**src/rtl/imem_program_loader_if.sv**
```systemverilog
// Byte-stream and instruction-memory write bus for the program loader.
// The master side feeds bytes and start; the slave side is the loader.
interface imem_program_loader_if #(
  parameter int ADDR_WIDTH = 8
);
  logic                  start;
  logic                  in_valid;
  logic [7:0]            in_data;
  logic                  in_ready;
  logic                  imem_we;
  logic [31:0]           imem_addr;
  logic [31:0]           imem_wdata;
  logic                  cpu_rst;
  logic                  done;
  logic                  error;
  logic [ADDR_WIDTH:0]   words_loaded;

  modport master (
    output start, in_valid, in_data,
    input  in_ready, imem_we, imem_addr, imem_wdata, cpu_rst, done, error, words_loaded
  );

  modport slave (
    input  start, in_valid, in_data,
    output in_ready, imem_we, imem_addr, imem_wdata, cpu_rst, done, error, words_loaded
  );
endinterface

```
**src/rtl/imem_program_loader.sv**
```systemverilog
// Fills instruction memory from a length-prefixed, XOR-checksummed byte stream
// and holds the CPU in reset until a verified image is in place.
module imem_program_loader #(
  parameter int ADDR_WIDTH = 8
) (
  input logic                   clk,
  input logic                   rst,
  imem_program_loader_if.slave  bus
);
  localparam int CW = ADDR_WIDTH + 1;

  typedef enum logic [2:0] {
    S_IDLE, S_LEN_HI, S_LEN_LO, S_DATA, S_CSUM, S_DONE, S_ERROR
  } state_t;

  state_t        state_q;
  logic [7:0]    len_hi_q;
  logic [CW-1:0] n_q;
  logic [CW-1:0] wl_q;
  logic [1:0]    bcnt_q;
  logic [23:0]   sr_q;
  logic [7:0]    xor_q;
  logic          in_ready_q;
  logic          we_q;
  logic [31:0]   addr_q;
  logic [31:0]   wdata_q;
  logic          cpu_rst_q;
  logic          done_q;
  logic          error_q;

  logic          xfer;
  logic [16:0]   n_full;
  logic          len_bad;
  logic [CW-1:0] wl_d;
  logic [7:0]    xor_d;

  assign xfer    = bus.in_valid && in_ready_q;
  assign n_full  = {1'b0, len_hi_q, bus.in_data};
  // 2^ADDR_WIDTH words is legal: it fills memory exactly
  assign len_bad = n_full > (17'd1 << ADDR_WIDTH);
  assign wl_d    = wl_q + CW'(1);
  assign xor_d   = xor_q ^ bus.in_data;

  always_ff @(posedge clk) begin
    if (rst) begin
      state_q    <= S_IDLE;
      len_hi_q   <= '0;
      n_q        <= '0;
      wl_q       <= '0;
      bcnt_q     <= '0;
      sr_q       <= '0;
      xor_q      <= '0;
      in_ready_q <= 1'b0;
      we_q       <= 1'b0;
      addr_q     <= '0;
      wdata_q    <= '0;
      cpu_rst_q  <= 1'b1;
      done_q     <= 1'b0;
      error_q    <= 1'b0;
    end else begin
      we_q <= 1'b0;
      unique case (state_q)
        S_IDLE, S_DONE, S_ERROR: begin
          if (bus.start) begin
            state_q    <= S_LEN_HI;
            in_ready_q <= 1'b1;
            cpu_rst_q  <= 1'b1;
            done_q     <= 1'b0;
            error_q    <= 1'b0;
            wl_q       <= '0;
            bcnt_q     <= '0;
            xor_q      <= '0;
          end
        end
        S_LEN_HI: begin
          if (xfer) begin
            len_hi_q <= bus.in_data;
            state_q  <= S_LEN_LO;
          end
        end
        S_LEN_LO: begin
          if (xfer) begin
            n_q <= CW'(n_full);
            if (len_bad) begin
              state_q    <= S_ERROR;
              in_ready_q <= 1'b0;
              error_q    <= 1'b1;
            end else if (n_full == 17'd0) begin
              state_q <= S_CSUM;
            end else begin
              state_q <= S_DATA;
            end
          end
        end
        S_DATA: begin
          if (xfer) begin
            xor_q  <= xor_d;
            bcnt_q <= bcnt_q + 2'd1;
            sr_q   <= {sr_q[15:0], bus.in_data};
            // 4th byte completes the word; first byte received lands in [31:24]
            if (bcnt_q == 2'd3) begin
              we_q    <= 1'b1;
              wdata_q <= {sr_q, bus.in_data};
              addr_q  <= 32'({wl_q, 2'b00});
              wl_q    <= wl_d;
              if (wl_d == n_q) state_q <= S_CSUM;
            end
          end
        end
        S_CSUM: begin
          if (xfer) begin
            in_ready_q <= 1'b0;
            if (bus.in_data == xor_q) begin
              state_q   <= S_DONE;
              done_q    <= 1'b1;
              cpu_rst_q <= 1'b0;
            end else begin
              state_q <= S_ERROR;
              error_q <= 1'b1;
            end
          end
        end
        default: begin
          state_q    <= S_IDLE;
          in_ready_q <= 1'b0;
        end
      endcase
    end
  end

  assign bus.in_ready     = in_ready_q;
  assign bus.imem_we      = we_q;
  assign bus.imem_addr    = addr_q;
  assign bus.imem_wdata   = wdata_q;
  assign bus.cpu_rst      = cpu_rst_q;
  assign bus.done         = done_q;
  assign bus.error        = error_q;
  assign bus.words_loaded = wl_q;
endmodule

```
**src/flat_wrapper.sv**
```systemverilog
// flat-port wrapper written by rule: the top's interface ports become plain ports
module imem_program_loader_flat 
#(
  parameter int ADDR_WIDTH = 8
)
  (clk, rst, bus_start, bus_in_valid, bus_in_data, bus_in_ready, bus_imem_we, bus_imem_addr, bus_imem_wdata, bus_cpu_rst, bus_done, bus_error, bus_words_loaded);
  imem_program_loader_if #(.ADDR_WIDTH(ADDR_WIDTH)) bus_i ();
  input logic clk;
  input logic rst;
  input wire logic [$bits(bus_i.start)-1:0] bus_start;
  input wire logic [$bits(bus_i.in_valid)-1:0] bus_in_valid;
  input wire logic [$bits(bus_i.in_data)-1:0] bus_in_data;
  output wire logic [$bits(bus_i.in_ready)-1:0] bus_in_ready;
  output wire logic [$bits(bus_i.imem_we)-1:0] bus_imem_we;
  output wire logic [$bits(bus_i.imem_addr)-1:0] bus_imem_addr;
  output wire logic [$bits(bus_i.imem_wdata)-1:0] bus_imem_wdata;
  output wire logic [$bits(bus_i.cpu_rst)-1:0] bus_cpu_rst;
  output wire logic [$bits(bus_i.done)-1:0] bus_done;
  output wire logic [$bits(bus_i.error)-1:0] bus_error;
  output wire logic [$bits(bus_i.words_loaded)-1:0] bus_words_loaded;
  assign bus_i.start = bus_start;
  assign bus_i.in_valid = bus_in_valid;
  assign bus_i.in_data = bus_in_data;
  assign bus_in_ready = bus_i.in_ready;
  assign bus_imem_we = bus_i.imem_we;
  assign bus_imem_addr = bus_i.imem_addr;
  assign bus_imem_wdata = bus_i.imem_wdata;
  assign bus_cpu_rst = bus_i.cpu_rst;
  assign bus_done = bus_i.done;
  assign bus_error = bus_i.error;
  assign bus_words_loaded = bus_i.words_loaded;
  imem_program_loader #(.ADDR_WIDTH(ADDR_WIDTH)) u_core (.clk(clk), .rst(rst), .bus(bus_i));
endmodule
```
**config.mk**
```make
export PLATFORM = sky130hd
export DESIGN_NAME = imem_program_loader_flat
export DESIGN_NICKNAME = d
export VERILOG_FILES = /design/src/rtl/imem_program_loader_if.sv /design/src/rtl/imem_program_loader.sv /design/src/flat_wrapper.sv
export SDC_FILE = /design/constraint.sdc
export NUM_CORES = 1
export LEC_CHECK = 0
export BUFFER_PORTS_ARGS = -buffer_cell sky130_fd_sc_hd__buf_2
export CAP_MARGIN = 15
export CORE_MARGIN = 3
export CORE_UTILIZATION = 35
export CTS_CLUSTER_DIAMETER = 100
export DETAILED_ROUTE_END_ITERATION = 6
export GPL_ROUTABILITY_DRIVEN = 0
export PLACE_DENSITY = 0.58
export SLEW_MARGIN = 20
export SYNTH_ARGS = -nofsm -noshare
export SYNTH_HDL_FRONTEND = slang
export SYNTH_SLANG_ARGS = --single-unit
export TNS_END_PERCENT = 10
```
**constraint.sdc**
```tcl
create_clock -name clk -period 3.8 [get_ports clk]
set_clock_uncertainty 0.1 [all_clocks]
set_input_delay 0.19 -clock clk [delete_from_list [all_inputs] [get_ports clk]]
set_output_delay 0.19 -clock clk [all_outputs]
set_load 0.005 [all_outputs]
```
==> out/qor.csv <==
stage;metric;value;unit
power_and_ir_drop;Comb pwr share;0.129;
worst_setup_path;nature of the critical path endpoint;flop;
worst_setup_path;WP buf/inv;1;
worst_setup_path;Crit Reg-Reg Startpoint;u_core.state_q[1]$_SDFFE_PP0P_;
timing;Slew headroom;0.437;
floorplanning;I/O Pins;90;
grt;largest net degree at the start of global routing;63;
cells_and_area;layout cells sized above 1;0.153;
logic_synthesis;async set-reset flop share out of synthesis;0;
worst_setup_path;Max stage delay on crit path;740;ps
power_and_ir_drop;Sw Pwr;0.000735;W
power_and_ir_drop;Clk pwr share;0.394;
timing;final hold vios;0;
timing;Final Setup Violations;0;
logic_synthesis;Yosys reg bits;109;
cells_and_area;Final #Nets;662;
worst_setup_path;Worst path slowest cell;dfxtp_1;
worst_setup_path;CP Launch Type;flop;
floorplanning;Die Ht;124;µm
timing;Max Clk Rate;381;MHz
logic_synthesis;Post-synth EDFFs;0;
power_and_ir_drop;internal power;0.00184;W
power_and_ir_drop;Reg power frac;0.476;
timing;period utilization;0.691;
power_and_ir_drop;power density over cell area;469;nW/µm²
place;Placed Instance Area;5170;µm²
timing;Final min period;2630;ps
floorplanning;initial core utilization;0.363;
floorplanning;Die ar.;15400;µm²
grt;initial antenna violation count;0;
hold_path;Hold Crit Start;bus_in_data[6];
logic_synthesis;Synth Flop Type;dfxtp_1;
logic_synthesis;Mapped Cells;615;
cells_and_area;Area Growth Syn to Fin;12.9;%
power_and_ir_drop;Sw Share;0.285;
worst_setup_path;Req. time, crit path;3920;ps
clocking;clock latency at the later pin of the worst-skew pair;350;ps
floorplanning;Die Wd;124;µm
detailed_routing;Final ANT Viol Nets;0;
flow_run;Max Cap Viol;0;
worst_setup_path;WP data arrival;2750;ps
floorplanning;Rows;42;
hold_path;hold path endpoint;u_core.sr_q[6]$_SDFFE_PP0P_;
clocking;clock buffer depth;2;
hold_path;Cells on Worst Hold Path;3;
timing;RSZ-0062 raised after global routing;no;
worst_setup_path;CP delay by family, top;simple AND/OR/NAND/NOR gates;
place;Port Buffer Count;66;
clocking;root buf cell;clkbuf_16;
grt;grt ovf;0;
hold_path;worst hold-check path type;primary input to flop;
place;hpwl dp;8030;µm
clocking;clock sinks;109;
worst_setup_path;crit path kind;flop to flop;
logic_synthesis;Post-Syn Area per Cell;7.92;µm²
clocking;CTS tree;yes;
timing;Slew @ Worst Pin;843;ps
cells_and_area;Fill cells;1388;
detailed_routing;Avg WL per Cell;14.1;µm
clocking;post_cts resized;0;
clocking;Hold-fix buffers, CTS;0;
logic_synthesis;post-synthesis cell type count;53;
clocking;H-tree depth;3;
grt;global-route wire length before repair;18700;µm
worst_setup_path;RR Endpoint;u_core.xor_q[4]$_SDFFE_PP0P_;
detailed_routing;vias after detailed routing;4152;
cells_and_area;design area;5490;µm²
detailed_routing;first-pass iteration count of the detailed router;5;
cells_and_area;n_diodes;0;
clocking;TritonCTS Buffers;9;
power_and_ir_drop;LEAKAGE;2.16;nW
floorplanning;Core Box Area;13400;µm²
detailed_routing;Iter 0 DRT Violations;296;
detailed_routing;# DRC;0;
status;status;complete, no violations;
cells_and_area;most common cell after layout, fill and taps aside;nand2_1;
clocking;post-CTS setup buffers;0;
worst_setup_path;FF-to-FF setup slack;1170;ps
power_and_ir_drop;Worst VDD drop;0.000258;V
clocking;clk slew on worst S/H paths;80;ps
logic_synthesis;register area share after synthesis;0.448;
worst_setup_path;worst reg2reg path depth;6;
detailed_routing;DR vias/cell;5.01;
worst_setup_path;CP max FO;34;
logic_synthesis;Syn Std Cell Area;4870;µm²
timing;fin. max-slew vios;0;
grt;vias in the first global route;3703;
grt;total global routing track utilization;0.155;
detailed_routing;Detailed Route WL;11700;µm
logic_synthesis;Synth Warn #;0;
timing;Setup TNS Final;0;ps
worst_setup_path;worst-path cell chain;nand3b_1, nor2_2, buf_4, nor2_1, o21ai_0, a21oi_1;
cells_and_area;leading cell types in the layout, fill and taps excluded;nand2_1 (143), dfxtp_1 (109), a21oi_1 (93);
[per-stage QoR]
| stage | setup WS [ps] | power [W] | cells | hold WS, ps | utilization |
|---|---|---|---|---|---|
| floorplan | 1720 | 0.00153 | 637 | 332 | - |
| global placement | 1280 | 0.00158 | 813 | 339 | 0.386 |
| detailed placement | 1210 | 0.00159 | 813 | 344 | 0.386 |
| CTS | 1170 | 0.00260 | 829 | 54.0 | 0.410 |
| global route | 881 | 0.00270 | 829 | 75.1 | 0.410 |
| finish | 1170 | 0.00258 | 829 | 66.7 | 0.410 |
[power by group through the flow]
stage,logic [W],clock network (W),registers [W]
floorplan,0.000317,0,0.00121
global placement,0.000326,0,0.00125
detailed placement,0.000333,0,0.00125
CTS,0.000334,0.00104,0.00123
global route,0.000378,0.00109,0.00124
finish,0.000334,0.00102,0.00123
[cell families (layout without fill, tap and decap cells)]
| group | Yosys count | count (layout) | share of synthesized area |
|---|---|---|---|
| flops | 109 | 109 | 0.448 |
| fa+ha+maj | 2 | 2 | 0.00514 |
| xor+xnor | 21 | 21 | 0.0378 |
| mux | 17 | 17 | 0.0350 |
| other cells | 1 | 23 | 0.000770 |
| buf+inv | 74 | 90 | 0.0794 |
| compound gates | 139 | 139 | 0.160 |
| simple gates | 252 | 252 | 0.233 |
[sequential cells by signal (all words and copies together), names as in the netlist, 3 cells and up]
register and flops:
u_core.bus.imem_wdata 32, u_core.sr_q 24, u_core.bus.imem_addr 9, u_core.bus.words_loaded 9
u_core.n_q 9, u_core.len_hi_q 8, u_core.xor_q 8, u_core.state_q 3
[worst min-delay path: stages]
cell     delay (ps)
buf_2           160
nand2_1          70
a21oi_1          50
[cell usage after synthesis (2+ instances only)]
cell	number	area (µm²)
nand2_1	144	541
dfxtp_1	109	2180
a21oi_1	93	465
nor2_1	51	191
clkbuf_1	28	105
buf_4	24	180
o21ai_0	20	100
mux2i_1	17	170
buf_2	15	75.1
nand3b_1	14	105
xor2_1	14	123
nand3_1	8	40.0
xnor2_1	7	61.3
nor4_1	6	37.5
nor3_1	5	25.0
a31oi_1	4	25.0
inv_1	4	15.0
nor2b_1	4	25.0
a211oi_1	3	22.5
buf_1	3	11.3
nand4_1	3	18.8
a21o_1	2	15.0
a22oi_1	2	15.0
and2_1	2	12.5
and3_1	2	12.5
ha_1	2	25.0
o211ai_1	2	15.0
or3_1	2	12.5
[worst max-delay path by stage]
| stage | startpoint | to | slack, ps | cells past startpoint |
|---|---|---|---|---|
| 2_1_floorplan | u_core.bus.words_loaded[1]$_SDFFE_PP0P_ | u_core.state_q[0]$_SDFFE_PP0P_ | 1720 | 7 |
| 3_3_place_gp | u_core.state_q[1]$_SDFFE_PP0P_ | u_core.bus.words_loaded[4]$_SDFFE_PP0P_ | 1280 | 7 |
| 3_5_place_dp | u_core.state_q[1]$_SDFFE_PP0P_ | u_core.xor_q[4]$_SDFFE_PP0P_ | 1210 | 6 |
| 4_1_cts | u_core.state_q[1]$_SDFFE_PP0P_ | u_core.xor_q[4]$_SDFFE_PP0P_ | 1170 | 6 |
| 5_1_grt | u_core.state_q[1]$_SDFFE_PP0P_ | u_core.xor_q[6]$_SDFFE_PP0P_ | 880 | 6 |
| 6_report | u_core.state_q[1]$_SDFFE_PP0P_ | u_core.xor_q[4]$_SDFFE_PP0P_ | 1170 | 6 |
[routing by layer]
layer  track usage  vias up  wire [µm]
li1              -     2085          -
met4        0.0534        0        147
met2         0.239      105       5400
met1         0.216     1950       5510
met5             0        -          0
met3        0.0300       12        639
[area by class of cell]
cell class,count,area [µm²],area share
clock inverters,6,86.3,0.0157
well taps,176,220,0.0401
multi-input cells,454,2390,0.435
clock buffers,10,239,0.0435
flip-flops and latches,109,2180,0.397
inverters,4,15.0,0.00273
repair buffers,70,363,0.0660
No activity file was read; power rests on OpenSTA's default activity.
